### config.mk
export PLATFORM = sky130hd
export DESIGN_NAME = rca_accumulator
export DESIGN_NICKNAME = d
export VERILOG_FILES = /design/src/rtl/rca_accumulator.sv
export SDC_FILE = /design/constraint.sdc
export NUM_CORES = 1
export LEC_CHECK = 0
export ABC_AREA = 1
export ABC_CLOCK_PERIOD_IN_PS = 4670
export CORE_AREA = 2 2 55 57
export DETAILED_ROUTE_END_ITERATION = 7
export DIE_AREA = 0 0 57 59
export GPL_TIMING_DRIVEN = 0
export PLACE_DENSITY_LB_ADDON = 0.15
export SYNTH_ARGS = -nofsm -noshare
export SYNTH_HDL_FRONTEND = slang
export SYNTH_SLANG_ARGS = --single-unit
### constraint.sdc
create_clock -name clk -period 4.67 [get_ports clk]
set_input_delay 1.401 -clock clk [delete_from_list [all_inputs] [get_ports clk]]
set_output_delay 1.401 -clock clk [all_outputs]
set_load 0.03 [all_outputs]
### src/rtl/rca_accumulator.sv
// Purpose: sums NSAMP {cout,sum} results from an upstream ripple-carry adder into one 8-bit frame result.
// Latency: out_valid rises on the cycle after the transfer that completes the frame.
// Backpressure: the finished frame is held and in_ready stays low until out_ready; clear/reset abort the frame.
module rca_accumulator #(
  parameter int NSAMP = 4
) (
  input  logic       clk,
  input  logic       reset,
  input  logic       clear,
  input  logic       in_valid,
  input  logic [3:0] sum,
  input  logic       cout,
  output logic       in_ready,
  input  logic       out_ready,
  output logic       out_valid,
  output logic [7:0] acc_out,
  output logic       overflow,
  output logic [3:0] count
);

  localparam logic [1:0] ST_IDLE  = 2'd0;
  localparam logic [1:0] ST_ACCUM = 2'd1;
  localparam logic [1:0] ST_HOLD  = 2'd2;

  // Count width is 4 bits, which limits a frame to 15 results.
  localparam logic [3:0] LP_NSAMP = 4'(NSAMP);

  logic [1:0] r_state;
  logic [7:0] r_acc;
  logic       r_ovf;
  logic [3:0] r_count;

  logic       w_xfer;
  logic [4:0] w_operand;
  logic [8:0] w_sum9;
  logic [3:0] w_count_nxt;
  logic       w_frame_done;

  // Input acceptance is purely combinational so a clear or reset blocks the transfer on the same edge.
  always_comb begin
    in_ready = 1'b0;
    if (!reset && !clear && (r_state != ST_HOLD)) begin
      in_ready = 1'b1;
    end
  end

  assign w_xfer       = in_valid && in_ready;
  assign w_operand    = {cout, sum};
  // A 9-bit sum exposes the carry out of the 8-bit accumulator for overflow detection.
  assign w_sum9       = {1'b0, r_acc} + {4'b0000, w_operand};
  assign w_count_nxt  = r_count + 4'd1;
  assign w_frame_done = (w_count_nxt == LP_NSAMP);

  // Frame state machine: reset beats clear, clear beats every handshake.
  always_ff @(posedge clk) begin
    if (reset) begin
      r_state <= ST_IDLE;
      r_acc   <= 8'd0;
      r_ovf   <= 1'b0;
      r_count <= 4'd0;
    end else if (clear) begin
      r_state <= ST_IDLE;
      r_acc   <= 8'd0;
      r_ovf   <= 1'b0;
      r_count <= 4'd0;
    end else begin
      case (r_state)
        ST_IDLE: begin
          if (w_xfer) begin
            // First result of a frame loads rather than adds; it cannot overflow.
            r_acc   <= {3'b000, w_operand};
            r_ovf   <= 1'b0;
            r_count <= 4'd1;
            r_state <= (LP_NSAMP == 4'd1) ? ST_HOLD : ST_ACCUM;
          end
        end
        ST_ACCUM: begin
          if (w_xfer) begin
            r_acc   <= w_sum9[7:0];
            r_ovf   <= r_ovf | w_sum9[8];
            r_count <= w_count_nxt;
            if (w_frame_done) begin
              r_state <= ST_HOLD;
            end
          end
        end
        ST_HOLD: begin
          // Result is frozen until the consumer takes it; the next frame starts from zero.
          if (out_ready) begin
            r_state <= ST_IDLE;
            r_acc   <= 8'd0;
            r_ovf   <= 1'b0;
            r_count <= 4'd0;
          end
        end
        default: begin
          r_state <= ST_IDLE;
          r_acc   <= 8'd0;
          r_ovf   <= 1'b0;
          r_count <= 4'd0;
        end
      endcase
    end
  end

  assign out_valid = (r_state == ST_HOLD);
  assign acc_out   = r_acc;
  assign overflow  = r_ovf;
  assign count     = r_count;

endmodule

==> results of run 1 <==
## sequential cells by signal, indices dropped and copies added, names as in the netlist
| signal | flops |
|---|---|
| r_state | 2 |
| overflow | 1 |
| count | 4 |
| acc_out | 8 |
## metal layers
layer / up-vias / wire [microns] / track usage, %
met2: 25 / 1140 / 25.9
met4: 0 / 19 / 4.98
met1: 456 / 1130 / 21.6
met5: - / 0 / 0
met3: 2 / 143 / 2.40
li1: 542 / - / -
## how the worst max path moves through the flow
stage | start | depth (start not counted) | slack [ns] | to
2_1_floorplan | clear | 3 | 1.19 | in_ready
6_report | clear | 5 | 0.21 | in_ready
5_1_grt | clear | 5 | 0.1 | in_ready
3_5_place_dp | clear | 5 | 0.20 | in_ready
3_3_place_gp | clear | 5 | 0.21 | in_ready
4_1_cts | clear | 5 | 0.20 | in_ready
## logic make-up after synthesis
family,count (synthesis)
AO/OA/AOI/OAI,23
AND/OR/NAND/NOR,84
flip-flops,15
adder cells (fa/ha/maj),8
buffers and inverters,17
## synthesized netlist by cell type, types with 2 or more instances
cell | count | area, sq um
o21ai_1 | 2 | 10.0
nand3_1 | 13 | 65.1
dfxtp_1 | 15 | 300
a22o_1 | 2 | 17.5
nand4_1 | 3 | 18.8
a21oi_1 | 11 | 55.1
o21ai_0 | 6 | 30.0
or2_2 | 2 | 12.5
nor2_1 | 24 | 90.1
nand2_4 | 2 | 22.5
nand2_1 | 32 | 120
ha_1 | 7 | 87.6
inv_4 | 2 | 12.5
inv_1 | 13 | 48.8
## power breakdown
part / switching, mW / internal [mW] / leakage, nW
Sequential: 0.00209 / 0.130 / 0.121
Combinational: 0.0251 / 0.0209 / 0.453
Clock: 0.0471 / 0.0318 / 0.0177
## final cells by class
| class | instances | area (sq um) | area share (%) |
|---|---|---|---|
| Buffer | 2 | 26.3 | 1.94 |
| Multi-Input combinational cell | 115 | 657 | 48.6 |
| Clock inverter | 1 | 5.00 | 0.370 |
| Tap cell | 31 | 38.8 | 2.87 |
| Sequential cell | 15 | 300 | 22.2 |
| Clock buffer | 3 | 22.5 | 1.67 |
| Timing Repair Buffer | 24 | 240 | 17.8 |
| Inverter | 15 | 61.3 | 4.54 |
## worst register-to-register path, cell delays in order (launching register included)
cell	delay [ns]
dfxtp_1	0.34
ha_1	0.23
fa_1	0.45
nand3_1	0.11
nand3_1	0.08
or2_2	0.27
nand3_1	0.07
a21oi_1	0.06
==> out/metrics.csv, run 1 <==
stage;metric;value;unit
status;status;finished, final reports clean;
floorplanning;core_area;2710;sq um
logic_synthesis;syn_area;1040;sq um
logic_synthesis;syn_inst;147;
finish;drive_gt1_share;10.9;%
worst_setup_path;start_kind;input pin;
worst_setup_path;critical_path.max_fanout;9;
place;numPortBuffers;24;
clocking;cts.path.max_buffers;2;
drt;vias;1025;
floorplanning;row_count;19;
clocking;cts_tree;built;
logic_synthesis;synth-seq-area-share;28.7;%
sta;final-setup-viol-count;0;
sta;worst_pin_slew;0.454;ns
finish;fin_area;1350;sq um
logic_synthesis;synthSimpleGateAreaFrac;40.2;%
logic_synthesis;synthDistinctLibCells;27;
logic_synthesis;synth_nets;165;
grt;grt_overflow;0;
logic_synthesis;synth-edff-count;0;
finish;nNetsFinal;194;
sta;finalHoldViolCount;0;
logic_synthesis;async_flop_share;0;%
grt;antenna_found_initial;0;
drt;initialDrtViolationCount;31;
clocking;cts_setup_buffers;0;
worst_setup_path;worstReg2RegEnd;acc_out[4];
clocking;holdBufCountCts;0;
place;place.gp.congestion;0.837;
clocking;htree_levels;1;
worst_setup_path;arrival;3.06;ns
power;irDropWorstVdd;0.000125;V
grt;grt_pass1_wl;4220;microns
worst_hold_path;hp-start;overflow;
sta;fmax;0.224;GHz
sta;maxSlewViolCount;0;
finish;mostFrequentLayoutCells;nand2_1, nor2_1, clkdlybuf4s50_1;
drt;route.antenna.remaining_nets;0;
worst_hold_path;hold_end;overflow;
grt;grt_usage;15.9;%
power;power_density;190;nW/um^2
floorplanning;fp.dieW;57;microns
sta;skew;0.00105;ns
grt;grt_pass1_vias;954;
worst_setup_path;criticalPathCategory;in -> out;
sta;finalWorstPathRequiredPeriod;4.46;ns
sta;setup_slack;0.210;ns
flow_run;max-cap-violations;0;
logic_synthesis;yosys_warnings;0;
sta;relSlewSlack;69.6;%
logic_synthesis;synth_seq_cells;15;
finish;final_core_util;49.9;%
worst_setup_path;rr_worst_depth;7;
logic_synthesis;synth_compound_area_share;12.3;%
place;place_ws;0.202;ns
finish;num-fill-cells;298;
logic_synthesis;avgSynthCellArea;7.11;sq um
clocking;root_buffer;clkbuf_4;
finish;stdcell_count;206;
worst_hold_path;hold_depth;2;
clocking;tritoncts.num_buffers;3;
worst_setup_path;path_buf_inv;3;
logic_synthesis;synth_xor_area_share;0;%
worst_setup_path;rrSetupSlack;2.96;ns
drt;drc;0;
finish;layout_commonest_cell;nand2_1;
clocking;clkLatencyLatePin;0.28;ns
power;p_leak;0.592;nW
clocking;clkSinkCount;15;
place;dpl_cell_area;1320;sq um
drt;routed_wl;2430;microns
worst_setup_path;r2r_start;acc_out[0];
worst_setup_path;cp-end-kind;output pin;
logic_synthesis;synthMuxAreaShare;0;%
place;placed_cells;202;
sta;rsz0062_at_grt;false;
logic_synthesis;ys.flop_type;dfxtp_1;
drt;drt-vias-per-instance;4.98;
finish;syn2layout_area_growth;29.3;%
worst_setup_path;crit_slowest_cell;clkdlybuf4s50_1;
worst_hold_path;hp-class;reg -> reg;
power;total_power;0.257;mW
sta;fin_crit_sh;95.5;%
floorplanning;start_util;38.6;%
floorplanning;die-area;3360;sq um
drt;first_pass_iters;4;
logic_synthesis;synthAdderAreaFrac;10.3;%
finish;num_antenna_cells;0;
worst_setup_path;cpLargestDelayFamily;buffers and inverters;
sta;hold-worst-slack;0.494;ns
worst_setup_path;slowest_delay;0.67;ns
drt;detail_route.wl_per_cell;11.8;microns
place;hpwl;1870;microns
sta;fin_tns_setup;0;ns
worst_setup_path;worst_path_most_repeated_cell;clkdlybuf4s50_1;
worst_setup_path;path_cells;clkdlybuf4s50_1 -> nor2_4 -> inv_1 -> nor2_1 -> clkdlybuf4s50_1;
floorplanning;io_pins;25;
grt;grt_max_degree;11;
worst_setup_path;cp.required;3.27;ns
clocking;cts_resized;0;
logic_synthesis;synth_top_family_by_area;simple AND/OR/NAND/NOR gates;
floorplanning;die_h;59;microns
clocking;clk_pin_slew;0.10;ns
(Power assumes the default switching activity.)
==> run 2: changes to the inputs <==
GPL_TIMING_DRIVEN = unset   (was 0)
==> out/metrics.csv, run 2 (synthesis results as in run 1) <==
stage;metric;value;unit;change
status;status;finished, final reports clean;;
power;p_sw;0.0718;mW;-3.4%
floorplanning;io_pins;25;;unchanged
grt;grt_usage;15.8;%;-0.017 points
worst_setup_path;criticalPathCategory;in -> out;;
worst_hold_path;hold_depth;2;;unchanged
power;p_leak;0.581;nW;-1.9%
finish;drive_gt1_share;9.77;%;-1.1 points
place;place.gp.congestion;0.799;;-4.6%
clocking;clk_pin_slew;0.09;ns;about the same
clocking;cts.path.max_buffers;2;;unchanged
finish;num-fill-cells;298;;unchanged
worst_setup_path;crit_slowest_cell;clkdlybuf4s50_1;;
finish;multi_input_area;657;sq um;unchanged
clocking;clkSinkCount;15;;unchanged
worst_setup_path;critical_path.max_fanout;5;;-4
clocking;cts_setup_buffers;0;;unchanged
worst_setup_path;start_kind;input pin;;
clocking;clkLatencyLatePin;0.29;ns;about the same
worst_hold_path;hp-class;reg -> reg;;
sta;fin_tns_setup;0;ns;unchanged
drt;routed_wl;2400;microns;-1.2%
worst_setup_path;rr_worst_depth;7;;unchanged
power;p_sw_share;28.1;%;-0.83 points
floorplanning;die_h;59;microns;unchanged
finish;nNetsFinal;193;;-0.52%
worst_setup_path;worst_path_most_repeated_cell;clkdlybuf4s50_1;;
place;numPortBuffers;24;;unchanged
grt;grt_overflow;0;;unchanged
floorplanning;fp.dieW;57;microns;unchanged
power;clockPowerShare;30.6;%;-0.2 points
clocking;holdBufCountCts;0;;unchanged
sta;maxSlewViolCount;0;;unchanged
clocking;cts_tree;built;;
drt;route.antenna.remaining_nets;0;;unchanged
clocking;root_buffer;clkbuf_4;;
clocking;htree_levels;1;;unchanged
finish;largest_reg_flops;8;;unchanged
sta;finalHoldViolCount;0;;unchanged
worst_setup_path;arrival;2.85;ns;-0.21 ns
grt;grt_pass1_vias;942;;-1.3%
drt;first_pass_iters;4;;unchanged
place;placed_cells;201;;-0.50%
sta;final-setup-viol-count;0;;unchanged
power;power_density;192;nW/um^2;+0.99%
sta;fmax;0.235;GHz;+4.9%
worst_setup_path;path_buf_inv;3;;unchanged
worst_setup_path;cpLargestDelayFamily;buffers and inverters;;
power;cellInternalPower;0.183;mW;+0.66%
power;combPwrFrac;17.9;%;about the same
sta;relSlewSlack;72.0;%;+2.4 points
grt;antenna_found_initial;0;;unchanged
drt;vias;1028;;+0.29%
drt;drc;0;;unchanged
sta;rsz0062_at_grt;false;;
finish;stdcell_count;205;;-0.49%
finish;layout_commonest_cell;nand2_1;;
drt;detail_route.wl_per_cell;11.7;microns;-0.71%
power;irDropWorstVdd;0.000187;V;+50%
finish;ff_latch_area;300;sq um;unchanged
floorplanning;start_util;38.6;%;unchanged
worst_setup_path;cp.depth;5;;unchanged
finish;syn2layout_area_growth;27.4;%;
place;hpwl;1910;microns;+2.2%
drt;drt-vias-per-instance;5.01;;+0.78%
clocking;tritoncts.num_buffers;3;;unchanged
sta;skew;0.00501;ns;+0.00396 ns
drt;initialDrtViolationCount;26;;-16%
clocking;cts_resized;0;;unchanged
sta;finalWorstPathRequiredPeriod;4.25;ns;-0.209 ns
floorplanning;die-area;3360;sq um;unchanged
sta;worst_pin_slew;0.420;ns;-0.0345 ns
floorplanning;core_area;2710;sq um;unchanged
grt;grt_pass1_wl;4210;microns;-0.31%
worst_setup_path;cp.required;3.27;ns;about the same
worst_setup_path;cp-end-kind;output pin;;
flow_run;max-cap-violations;0;;unchanged
finish;num_antenna_cells;0;;unchanged
worst_setup_path;path_cells;clkdlybuf4s50_1 -> nor2_4 -> inv_1 -> nor2_1 -> clkdlybuf4s50_1;;
finish;mostFrequentLayoutCells;nand2_1, nor2_1, clkdlybuf4s50_1;;
worst_setup_path;slowest_delay;0.67;ns;about the same
floorplanning;row_count;19;;unchanged
grt;grt_max_degree;15;;+4
power;seq_power_share;51.6;%;+0.3 points
sta;fin_crit_sh;91.0;%;-4.5 points
-- run 2: worst min-delay path: stages (launching register included) --
cell	delay (ns)
dfxtp_1	0.34
nor2_1	0.05
nor2_1	0.07
-- run 2: path summary, 6_finish.rpt --
kind / from / endpoint / slack (ns)
min: overflow / overflow / 0.48
min reg2reg: overflow / overflow / 0.48
max reg2reg: acc_out[0] / acc_out[4] / 2.98
max: clear / in_ready / 0.42
-- run 2: area by class of cell --
| cell class | count | share of cell area, % |
|---|---|---|
| clock buffers | 4 | 1.97 |
| flip-flops and latches | 15 | 22.6 |
| repair buffers | 25 | 18.6 |
| inverters | 15 | 4.61 |
| well taps | 31 | 2.91 |
| multi-input cells | 115 | 49.3 |
-- run 2: per-stage QoR --
step	total power [mW]	util, %	area [sq um]	hold slack (ns)	worst slack, ns
2_1_floorplan	0.162	-	1040	0.603	1.19
3_3_place_gp	0.179	48.2	1310	0.464	0.444
3_5_place_dp	0.180	48.2	1310	0.468	0.420
4_1_cts	0.260	49.1	1330	0.497	0.412
5_1_grt	0.271	49.1	1330	0.537	0.353
6_report	0.255	49.1	1330	0.485	0.419
-- run 2: routing by layer --
metal	vias up	share of wire, %	GRT usage (%)
met5	-	0	0
met4	0	0.25	1.66
met3	2	5.4	5.68
met2	21	48	26.3
met1	462	47	20.6
li1	543	-	-
-- run 2: power by group through the flow --
stage	clock, mW	combinational (mW)	sequential (mW)
floorplan	0	0.0253	0.137
global placement	0	0.0448	0.135
detailed placement	0	0.0456	0.135
CTS	0.0823	0.0457	0.132
global route	0.0885	0.0509	0.132
finish	0.0781	0.0456	0.132
